### src/rtl/reset_seq_pkg.sv
// rtl/reset_seq_pkg.sv - shared types and default constants for the reset sequencer
// Purpose: FSM state encoding and default timing constants used by reset_sequencer.
// Ports: none (package).
package reset_seq_pkg;

  typedef enum logic [1:0] {
    ST_HOLD    = 2'd0,
    ST_STAGGER = 2'd1,
    ST_RUN     = 2'd2
  } seq_state_t;

  localparam int DEF_HOLD_CYCLES     = 1_000_000;
  localparam int DEF_NUM_CH          = 4;
  localparam int DEF_STAGGER_CYCLES  = 16;
  localparam int DEF_SYNC_STAGES     = 2;
  localparam int DEF_DEBOUNCE_CYCLES = 8;

endpackage

### src/rtl/reset_sync.sv
// rtl/reset_sync.sv - asynchronous-assert, synchronous-deassert reset synchroniser
// Purpose: rst_s_o goes high immediately with rst_i and falls on the
//          SYNC_STAGES-th rising clock edge after rst_i falls.
// Ports:
//   clk_i    - clock
//   rst_i    - asynchronous active-high reset in
//   rst_s_o  - synchronised active-high reset out
module reset_sync #(
  parameter int SYNC_STAGES = 2
) (
  input  logic clk_i,
  input  logic rst_i,
  output logic rst_s_o
);

  logic [SYNC_STAGES-1:0] sync_q;

  always_ff @(posedge clk_i or posedge rst_i) begin
    if (rst_i) begin
      sync_q <= '1;
    end else begin
      sync_q <= {sync_q[SYNC_STAGES-2:0], 1'b0};
    end
  end

  assign rst_s_o = sync_q[SYNC_STAGES-1];

endmodule

### src/rtl/reset_sequencer.sv
// rtl/reset_sequencer.sv - staggered multi-channel reset release sequencer
// Purpose: holds NUM_CH active-low reset domains for HOLD_CYCLES after reset
//          (or an accepted software request), then releases them one by one,
//          STAGGER_CYCLES apart, starting with bit 0.
// Optional: define RESET_SEQ_SWREQ_FILTER_EN to qualify sw_req over
//           DEBOUNCE_CYCLES consecutive high samples (one accept per high period).
// Ports:
//   clock      - system clock
//   reset      - asynchronous active-high reset
//   sw_req     - synchronous software restart request
//   reset_n    - per-channel active-low reset, bit 0 released first
//   all_ready  - high once every channel is released
//   seq_state  - current state: 0 HOLD, 1 STAGGER, 2 RUN
module reset_sequencer
  import reset_seq_pkg::*;
#(
  parameter int HOLD_CYCLES     = DEF_HOLD_CYCLES,
  parameter int NUM_CH          = DEF_NUM_CH,
  parameter int STAGGER_CYCLES  = DEF_STAGGER_CYCLES,
  parameter int SYNC_STAGES     = DEF_SYNC_STAGES,
  parameter int DEBOUNCE_CYCLES = DEF_DEBOUNCE_CYCLES
) (
  input  logic              clock,
  input  logic              reset,
  input  logic              sw_req,
  output logic [NUM_CH-1:0] reset_n,
  output logic              all_ready,
  output logic [1:0]        seq_state
);

  localparam int HOLD_W = $clog2(HOLD_CYCLES + 1);
  localparam int STAG_W = $clog2(STAGGER_CYCLES + 1);
  localparam int CH_W   = $clog2(NUM_CH + 1);

  localparam logic [HOLD_W-1:0] HOLD_LAST = HOLD_W'(HOLD_CYCLES - 1);
  localparam logic [STAG_W-1:0] STAG_LAST = STAG_W'(STAGGER_CYCLES - 1);
  localparam logic [CH_W-1:0]   CH_LAST   = CH_W'(NUM_CH - 1);

  logic rst_s;
  logic sw_accept;

  seq_state_t        state_q;
  logic [HOLD_W-1:0] hold_cnt_q;
  logic [STAG_W-1:0] stag_cnt_q;
  logic [CH_W-1:0]   ch_idx_q;
  logic [NUM_CH-1:0] reset_n_q;
  logic              all_ready_q;

  // rst_s asserts combinationally with reset (async set inside the
  // synchroniser), so every flop below drops immediately on reset.
  reset_sync #(
    .SYNC_STAGES(SYNC_STAGES)
  ) u_reset_sync (
    .clk_i  (clock),
    .rst_i  (reset),
    .rst_s_o(rst_s)
  );

`ifdef RESET_SEQ_SWREQ_FILTER_EN
  localparam int DEB_W = $clog2(DEBOUNCE_CYCLES + 1);
  localparam logic [DEB_W-1:0] DEB_LAST = DEB_W'(DEBOUNCE_CYCLES - 1);

  logic [DEB_W-1:0] deb_cnt_q, deb_cnt_d;
  logic             fired_q, fired_d;

  // deb_cnt counts earlier consecutive high samples; the DEBOUNCE_CYCLES-th
  // high sample accepts, then fired blocks further accepts until sw_req drops.
  always_comb begin
    deb_cnt_d = deb_cnt_q;
    fired_d   = fired_q;
    sw_accept = 1'b0;
    if (!sw_req) begin
      deb_cnt_d = '0;
      fired_d   = 1'b0;
    end else if (!fired_q) begin
      if (deb_cnt_q == DEB_LAST) begin
        sw_accept = 1'b1;
        fired_d   = 1'b1;
      end else begin
        deb_cnt_d = deb_cnt_q + 1'b1;
      end
    end
  end

  always_ff @(posedge clock or posedge rst_s) begin
    if (rst_s) begin
      deb_cnt_q <= '0;
      fired_q   <= 1'b0;
    end else begin
      deb_cnt_q <= deb_cnt_d;
      fired_q   <= fired_d;
    end
  end
`else
  logic unused_debounce;
  assign unused_debounce = (DEBOUNCE_CYCLES != 0);
  assign sw_accept = sw_req;
`endif

  always_ff @(posedge clock or posedge rst_s) begin
    if (rst_s) begin
      state_q     <= ST_HOLD;
      hold_cnt_q  <= '0;
      stag_cnt_q  <= '0;
      ch_idx_q    <= '0;
      reset_n_q   <= '0;
      all_ready_q <= 1'b0;
    end else if (sw_accept) begin
      // The accept edge plays the role of t0 for the rerun.
      state_q     <= ST_HOLD;
      hold_cnt_q  <= '0;
      stag_cnt_q  <= '0;
      ch_idx_q    <= '0;
      reset_n_q   <= '0;
      all_ready_q <= 1'b0;
    end else begin
      unique case (state_q)
        ST_HOLD: begin
          if (hold_cnt_q == HOLD_LAST) begin
            state_q    <= ST_STAGGER;
            hold_cnt_q <= '0;
            stag_cnt_q <= '0;
            ch_idx_q   <= '0;
            reset_n_q  <= NUM_CH'(1);
          end else begin
            hold_cnt_q <= hold_cnt_q + 1'b1;
          end
        end
        ST_STAGGER: begin
          if (ch_idx_q == CH_LAST) begin
            // Last channel went out on the previous edge.
            state_q     <= ST_RUN;
            stag_cnt_q  <= '0;
            ch_idx_q    <= '0;
            all_ready_q <= 1'b1;
          end else if (stag_cnt_q == STAG_LAST) begin
            // Released bits are contiguous from bit 0, so shifting a 1 in
            // sets reset_n[ch_idx+1] without a variable index.
            stag_cnt_q <= '0;
            ch_idx_q   <= ch_idx_q + 1'b1;
            reset_n_q  <= NUM_CH'({reset_n_q, 1'b1});
          end else begin
            stag_cnt_q <= stag_cnt_q + 1'b1;
          end
        end
        ST_RUN: begin
          reset_n_q   <= '1;
          all_ready_q <= 1'b1;
        end
        default: begin
          state_q     <= ST_HOLD;
          hold_cnt_q  <= '0;
          stag_cnt_q  <= '0;
          ch_idx_q    <= '0;
          reset_n_q   <= '0;
          all_ready_q <= 1'b0;
        end
      endcase
    end
  end

  assign reset_n   = reset_n_q;
  assign all_ready = all_ready_q;
  assign seq_state = state_q;

endmodule

### config.mk
export PLATFORM = sky130hd
export DESIGN_NAME = reset_sequencer
export DESIGN_NICKNAME = d
export VERILOG_FILES = /design/src/rtl/reset_seq_pkg.sv /design/src/rtl/reset_sync.sv /design/src/rtl/reset_sequencer.sv
export SDC_FILE = /design/constraint.sdc
export NUM_CORES = 1
export LEC_CHECK = 0
export BUFFER_PORTS_ARGS = -buffer_cell sky130_fd_sc_hd__buf_2
export CORE_MARGIN = 4
export CORE_UTILIZATION = 65
export CTS_CLUSTER_DIAMETER = 50
export DETAILED_ROUTE_END_ITERATION = 12
export HOLD_SLACK_MARGIN = 0.02
export PLACE_DENSITY = 0.88
export SYNTH_ARGS = -nofsm -noshare
export SYNTH_HDL_FRONTEND = slang
export SYNTH_SLANG_ARGS = --single-unit
### constraint.sdc
create_clock -name clock -period 2.71 [get_ports clock]
set_input_delay 0.813 -clock clock [delete_from_list [all_inputs] [get_ports clock]]
set_output_delay 0.813 -clock clock [all_outputs]
set_load 0.01 [all_outputs]
== Yosys cells after proc, flatten, opt, wreduce, memory -nomap -nowiden ==
Index checks and enable logic that the tools add are counted.

* Add/sub/neg operators: 3
* Equal/unequal tests: 13
* Muxes and demuxes: 25
* Reductions and logical operators: 7

{| class="wikitable"
|+ Operators by type and width
! operator !! number
|-
| $mux W20 || 2
|-
| $pmux W20 S2 || 1
|-
| $add A20 B1 Y20 const B || 1
|-
| $eq A20 B20 Y1 const B || 1
|-
| $mux W5 || 4
|-
| $mux W4 || 4
|-
| $pmux W5 S3 || 1
|-
| $mux W3 || 4
|-
| $ne A3 B3 Y1 const B || 4
|-
| $pmux W4 S3 || 1
|-
| $pmux W3 S3 || 1
|-
| $reduce_and A3 Y1 || 3
|-
| $mux W2 || 3
|-
| $pmux W2 S3 || 1
|-
| $add A5 B1 Y5 const B || 1
|-
| $eq A5 B4 Y1 const B || 1
|-
| $ne A2 B2 Y1 const B || 2
|-
| $ne A4 B4 Y1 const B || 1
|-
| $reduce_and A2 Y1 || 2
|-
| $add A3 B1 Y3 const B || 1
|-
| $eq A3 B2 Y1 const B || 1
|-
| $pmux W1 S3 || 1
|-
| $eq A2 B1 Y1 const B || 1
|-
| $eq A2 B2 Y1 const B || 1
|-
| other kinds (4) || 5
|}

* Register bits after elaboration: 37
* Input bits: 3
* Output and inout bits: 7
* Word-level logic and storage cells: 55

== Longest topological paths before layout ==
* Depth in word-level cells: 5
* Depth in mapped cells: 8
* Gate-level depth less buffers: 7

== Modules after synthesis ==
Synthesis repeated with hierarchy kept, for this count alone.

* Cell total of the unflattened synthesis: 221
* Area, all modules: 2095.8 um^2

{| class="wikitable"
|+ Modules (own cells, without submodules)
! module !! instances !! cells each !! area an instance (um^2) !! sequential area each (um^2)
|-
| reset_sequencer || 1 || 217 || 2035.7 || 875.8
|-
| reset_sync || 1 || 4 || 60.1 || 52.6
|}

== Least setup slack after synthesis ==
Ideal clock, no wire load.

* Kind: register to register
* From: register state_q[0], in the netlist seq_state[0]
* To: register hold_cnt_q[9]
* Setup time: 119 ps
* Data arrival time: 1865 ps
* Required time: 2591 ps
* Slack: 726 ps
* Cell stages (with the launch flop): 9
* Path buffers: 1
* Clock period less this slack: 1984 ps
* Cell sequence: dfrtp_1 inv_1 ha_1 nor2b_1 clkbuf_1 nor3_2 and4_1 xnor2_1 nor2_1

* Longest elaborated chain between the ends: 4
* Elaborated cells between the ends (all ways): 7
* Those cells by class: 3 x eq/ne; 2 x mux; 2 x reduce/logical

{| class="wikitable"
|+ Ends and longest elaborated chain
! what !! RTL line !! RTL
|-
| start: declaration || reset_sequencer.sv:42 || <nowiki>seq_state_t state_q;</nowiki>
|-
| start signal: assignment || reset_sequencer.sv:102 || <nowiki>state_q <= ST_HOLD;</nowiki>
|-
| start signal: assignment || reset_sequencer.sv:110 || <nowiki>state_q <= ST_HOLD;</nowiki>
|-
| start signal: assignment || reset_sequencer.sv:120 || <nowiki>state_q <= ST_STAGGER;</nowiki>
|-
| $eq A2 B1 Y1 / $eq A2 B2 Y1 (equally long branches) || reset_sequencer.sv:117 || <nowiki>unique case (state_q)</nowiki>
|-
| $reduce_or A2 Y1 (no line) || n/a ||
|-
| $pmux W20 S2 || reset_sequencer.sv:117 ||
|-
| $mux W20 || reset_sequencer.sv:108 || <nowiki>end else if (sw_accept) begin</nowiki>
|-
| end signal: assignment || reset_sequencer.sv:126 || <nowiki>hold_cnt_q <= hold_cnt_q + 1'b1;</nowiki>
|-
| end: declaration || reset_sequencer.sv:43 || <nowiki>logic [HOLD_W-1:0] hold_cnt_q;</nowiki>
|}

Several ways; a longest one is shown, not always the timed one.
A chain may end at the register's enable or synchronous reset.

== Worst setup path after layout ==
Same ends and word-level chain as after synthesis.

==> results.py <==
metrics = {
    "run_status": {
        "status": "complete, no violations",
    },
    "synth": {
        "netlist_area_mm2": 0.001962,
        "synth_enable_flop_cells": 0,
        "ys_ff_latch": 37,
        "syn_avg_cell_area_um2": 9.478,
        "synth_cell_types": 44,
        "synth-seq-area-share_pct": 47.32,
        "synth_nets": 217,
        "synthFlopType": "dfrtp_1",
        "syn_inst": 207,
        "synthArstFlopShare_pct": 100.0,
        "yosysWarnings": 0,
    },
    "power": {
        "p_leak_nw": 0.9279,
        "powerDensity_mw_per_mm2": 613.9,
        "peakVddDrop_v": 0.0004290,
        "total_power_w": 0.001287,
    },
    "sta": {
        "setup_viol": 0,
        "period_share_pct": 80.71,
        "worst_clock_skew_ns": 0.008659,
        "max_freq_ghz": 0.4572,
        "maxSlewHeadroom_pct": 58.89,
        "worst_slew_pin_slew_ns": 0.6120,
        "finalMaxSlewViolations": 0,
        "min_period_ns": 2.187,
        "hold_viol": 0,
        "fin_setup_tns_ns": 0,
        "hold_slack_ns": 0.3574,
        "rsz0062_at_grt": "false",
    },
    "grt": {
        "grt_use_total_pct": 22.41,
        "grt_pass1_vias": 1524,
        "antenna_found_initial": 0,
        "grt_overflow": 0,
        "grt_first_pass_wirelength_um": 6934,
        "grt_max_degree": 36,
    },
    "cts": {
        "clk_pin_slew_worst_paths_ns": 0.11,
        "ctsHoldBuffers": 0,
        "root_buffer": "clkbuf_4",
        "cts_resized": 0,
        "clock_path_buffers": 2,
        "postCtsSetupBuffers": 0,
        "clock_latency_ns": 0.35,
        "cts_made_buffers": 5,
        "cts_htree_levels": 2,
        "cts.sinks": 37,
        "cts_tree": "built",
    },
    "cells_and_area": {
        "antenna_cells": 0,
        "drive_above_1_share_pct": 16.14,
        "nets": 232,
        "final_common_cell": "dfrtp_1",
        "final_util_pct": 74.13,
        "final_cell_mix": "dfrtp_1 (35), nand2_1 (27), nor2_1 (25), nand3_1 (11), xor2_1 (10)",
        "area_growth_pct": 6.888,
        "fillers": 196,
    },
    "route": {
        "num_vias": 1545,
        "met1_length_um": 1777,
        "drt_iter0_drc": 94,
        "met3_length_um": 217,
        "first_pass_iters": 4,
        "wl_um": 3868,
        "wl_met2_um": 1775,
        "wl_per_cell_um": 15.23,
        "via_per_inst": 6.083,
        "drc": 0,
        "ant_nets": 0,
        "top_layer": "met4",
    },
    "critical_path": {
        "end_kind": "flip-flop",
        "start_kind": "flip-flop",
        "cp_top_family": "simple AND/OR/NAND/NOR gates",
        "cp_max_fo": 9,
        "worstPathRequired_ns": 2.95,
        "worstPathCellList": "inv_1 -> ha_1 -> nor2b_1 -> buf_4 -> nor3_2 -> and4_1 -> xnor2_1 -> nor2_1",
        "cp_slowest_cell": "nor3_2",
        "worstSetupPathType": "reg2reg",
        "critical_path.max_stage_delay_ns": 0.44,
        "critical_path_arrival_ns": 2.43,
        "worstPathBufferInverterCount": 2,
    },
    "floorplanning": {
        "fp.dieW_um": 62.94,
        "core_mm2": 0.002829,
        "core.rowCount": 19,
        "fp.dieH_um": 62.94,
        "die_area_mm2": 0.003961,
        "io-pin-count": 10,
        "start_util_pct": 69.35,
    },
    "worst_hold_path": {
        "hold_path.class": "reg2async",
    },
    "flow_run": {
        "cap_violations": 0,
    },
    "place": {
        "gp_congestion": 0.8820,
        "place_hpwl_um": 2817,
        "port_buffers": 9,
    },
}
path summary, 6_finish.rpt:
kind | start | end | depth (start not counted) | slack, ns
setup reg to reg | seq_state[0]$_DFFE_PP0P_ | hold_cnt_q[9]$_DFFE_PP0N_ | 8 | 0.52
hold reg to reg | u_reset_sync.sync_q[1]$_DFF_PP1_ | ch_idx_q[0]$_DFFE_PP0P_ | 2 | 0.36
setup / recovery | seq_state[0]$_DFFE_PP0P_ | hold_cnt_q[9]$_DFFE_PP0N_ | 8 | 0.52
max in group asynchronous | u_reset_sync.sync_q[1]$_DFF_PP1_ | hold_cnt_q[5]$_DFFE_PP0N_ | 2 | 2.05
hold / removal | u_reset_sync.sync_q[1]$_DFF_PP1_ | ch_idx_q[0]$_DFFE_PP0P_ | 2 | 0.36
min in group clock | u_reset_sync.sync_q[0]$_DFF_PP1_ | u_reset_sync.sync_q[1]$_DFF_PP1_ | 0 | 0.37
flip-flops by register name, indices dropped and copies added, names as in the netlist:
register             count
hold_cnt_q              20
u_reset_sync.sync_q      2
seq_state                2
stag_cnt_q               5
ch_idx_q                 3
reset_n                  4
all_ready                1
synthesized netlist by cell type, types with 5 or more instances:
| cell type | instances | area, µm² |
|---|---|---|
| dfrtp_1 | 35 | 875.8 |
| nand2_1 | 27 | 101.4 |
| nor2_1 | 25 | 93.84 |
| nand3_1 | 11 | 55.05 |
| xor2_1 | 10 | 87.58 |
| o21ai_0 | 9 | 45.04 |
| a21oi_1 | 7 | 35.03 |
| ha_1 | 7 | 87.58 |
| inv_1 | 7 | 26.28 |
| nand2b_1 | 7 | 43.79 |
| nor2b_1 | 5 | 31.28 |
layout make-up:
class / count / area, µm² / area share (%)
clock inverters: 2 / 10.01 / 0.4773
repair buffers: 13 / 75.07 / 3.580
clock buffers: 6 / 41.29 / 1.969
flip-flops and latches: 37 / 928.4 / 44.27
well taps: 31 / 38.79 / 1.850
multi-input cells: 158 / 977.2 / 46.60
inverters: 7 / 26.28 / 1.253
report_power, final:
group	total, W	switching (W)	internal (W)
Combinational	0.000366	0.000218	0.000148
Clock	0.000276	0.000178	0.0000988
Sequential	0.000645	0.0000444	0.000601
Total	0.00129	0.000440	0.000847
kinds of logic after synthesis:
| group | after synthesis | share of synthesized area [%] |
|---|---|---|
| other | 1 | 0.1911 |
| AOI/OAI and AO/OA | 34 | 11.29 |
| DFF | 37 | 47.32 |
| adders and majority gates | 7 | 4.464 |
| and+or+nand+nor | 98 | 25.19 |
| xor gates and xnor gates | 12 | 5.357 |
| muxes | 6 | 3.316 |
| buffers and inverters | 12 | 2.870 |
metal layers:
| layer | GRT usage [%] | up-vias |
|---|---|---|
| met3 | 6.835 | 11 |
| met1 | 29.77 | 743 |
| met2 | 33.86 | 50 |
| li1 | - | 741 |
| met5 | 0 | - |
| met4 | 9.366 | 0 |
stage by stage:
stage / worst slack (ns) / cell area (µm²) / cells
global placement: 0.5052 / 2046 / 246
detailed placement: 0.4414 / 2046 / 246
CTS: 0.5313 / 2097 / 254
global route: 0.3605 / 2097 / 254
floorplan: 0.7265 / 1962 / 207
finish: 0.5229 / 2097 / 254
worst reg2reg max path: stages, from the launching register on:
cell     delay [ns]
dfrtp_1        0.43
inv_1          0.10
ha_1           0.34
nor2b_1        0.14
buf_4          0.16
nor3_2         0.45
and4_1         0.27
xnor2_1        0.13
nor2_1         0.05
No activity file was read; power rests on OpenSTA's default activity.
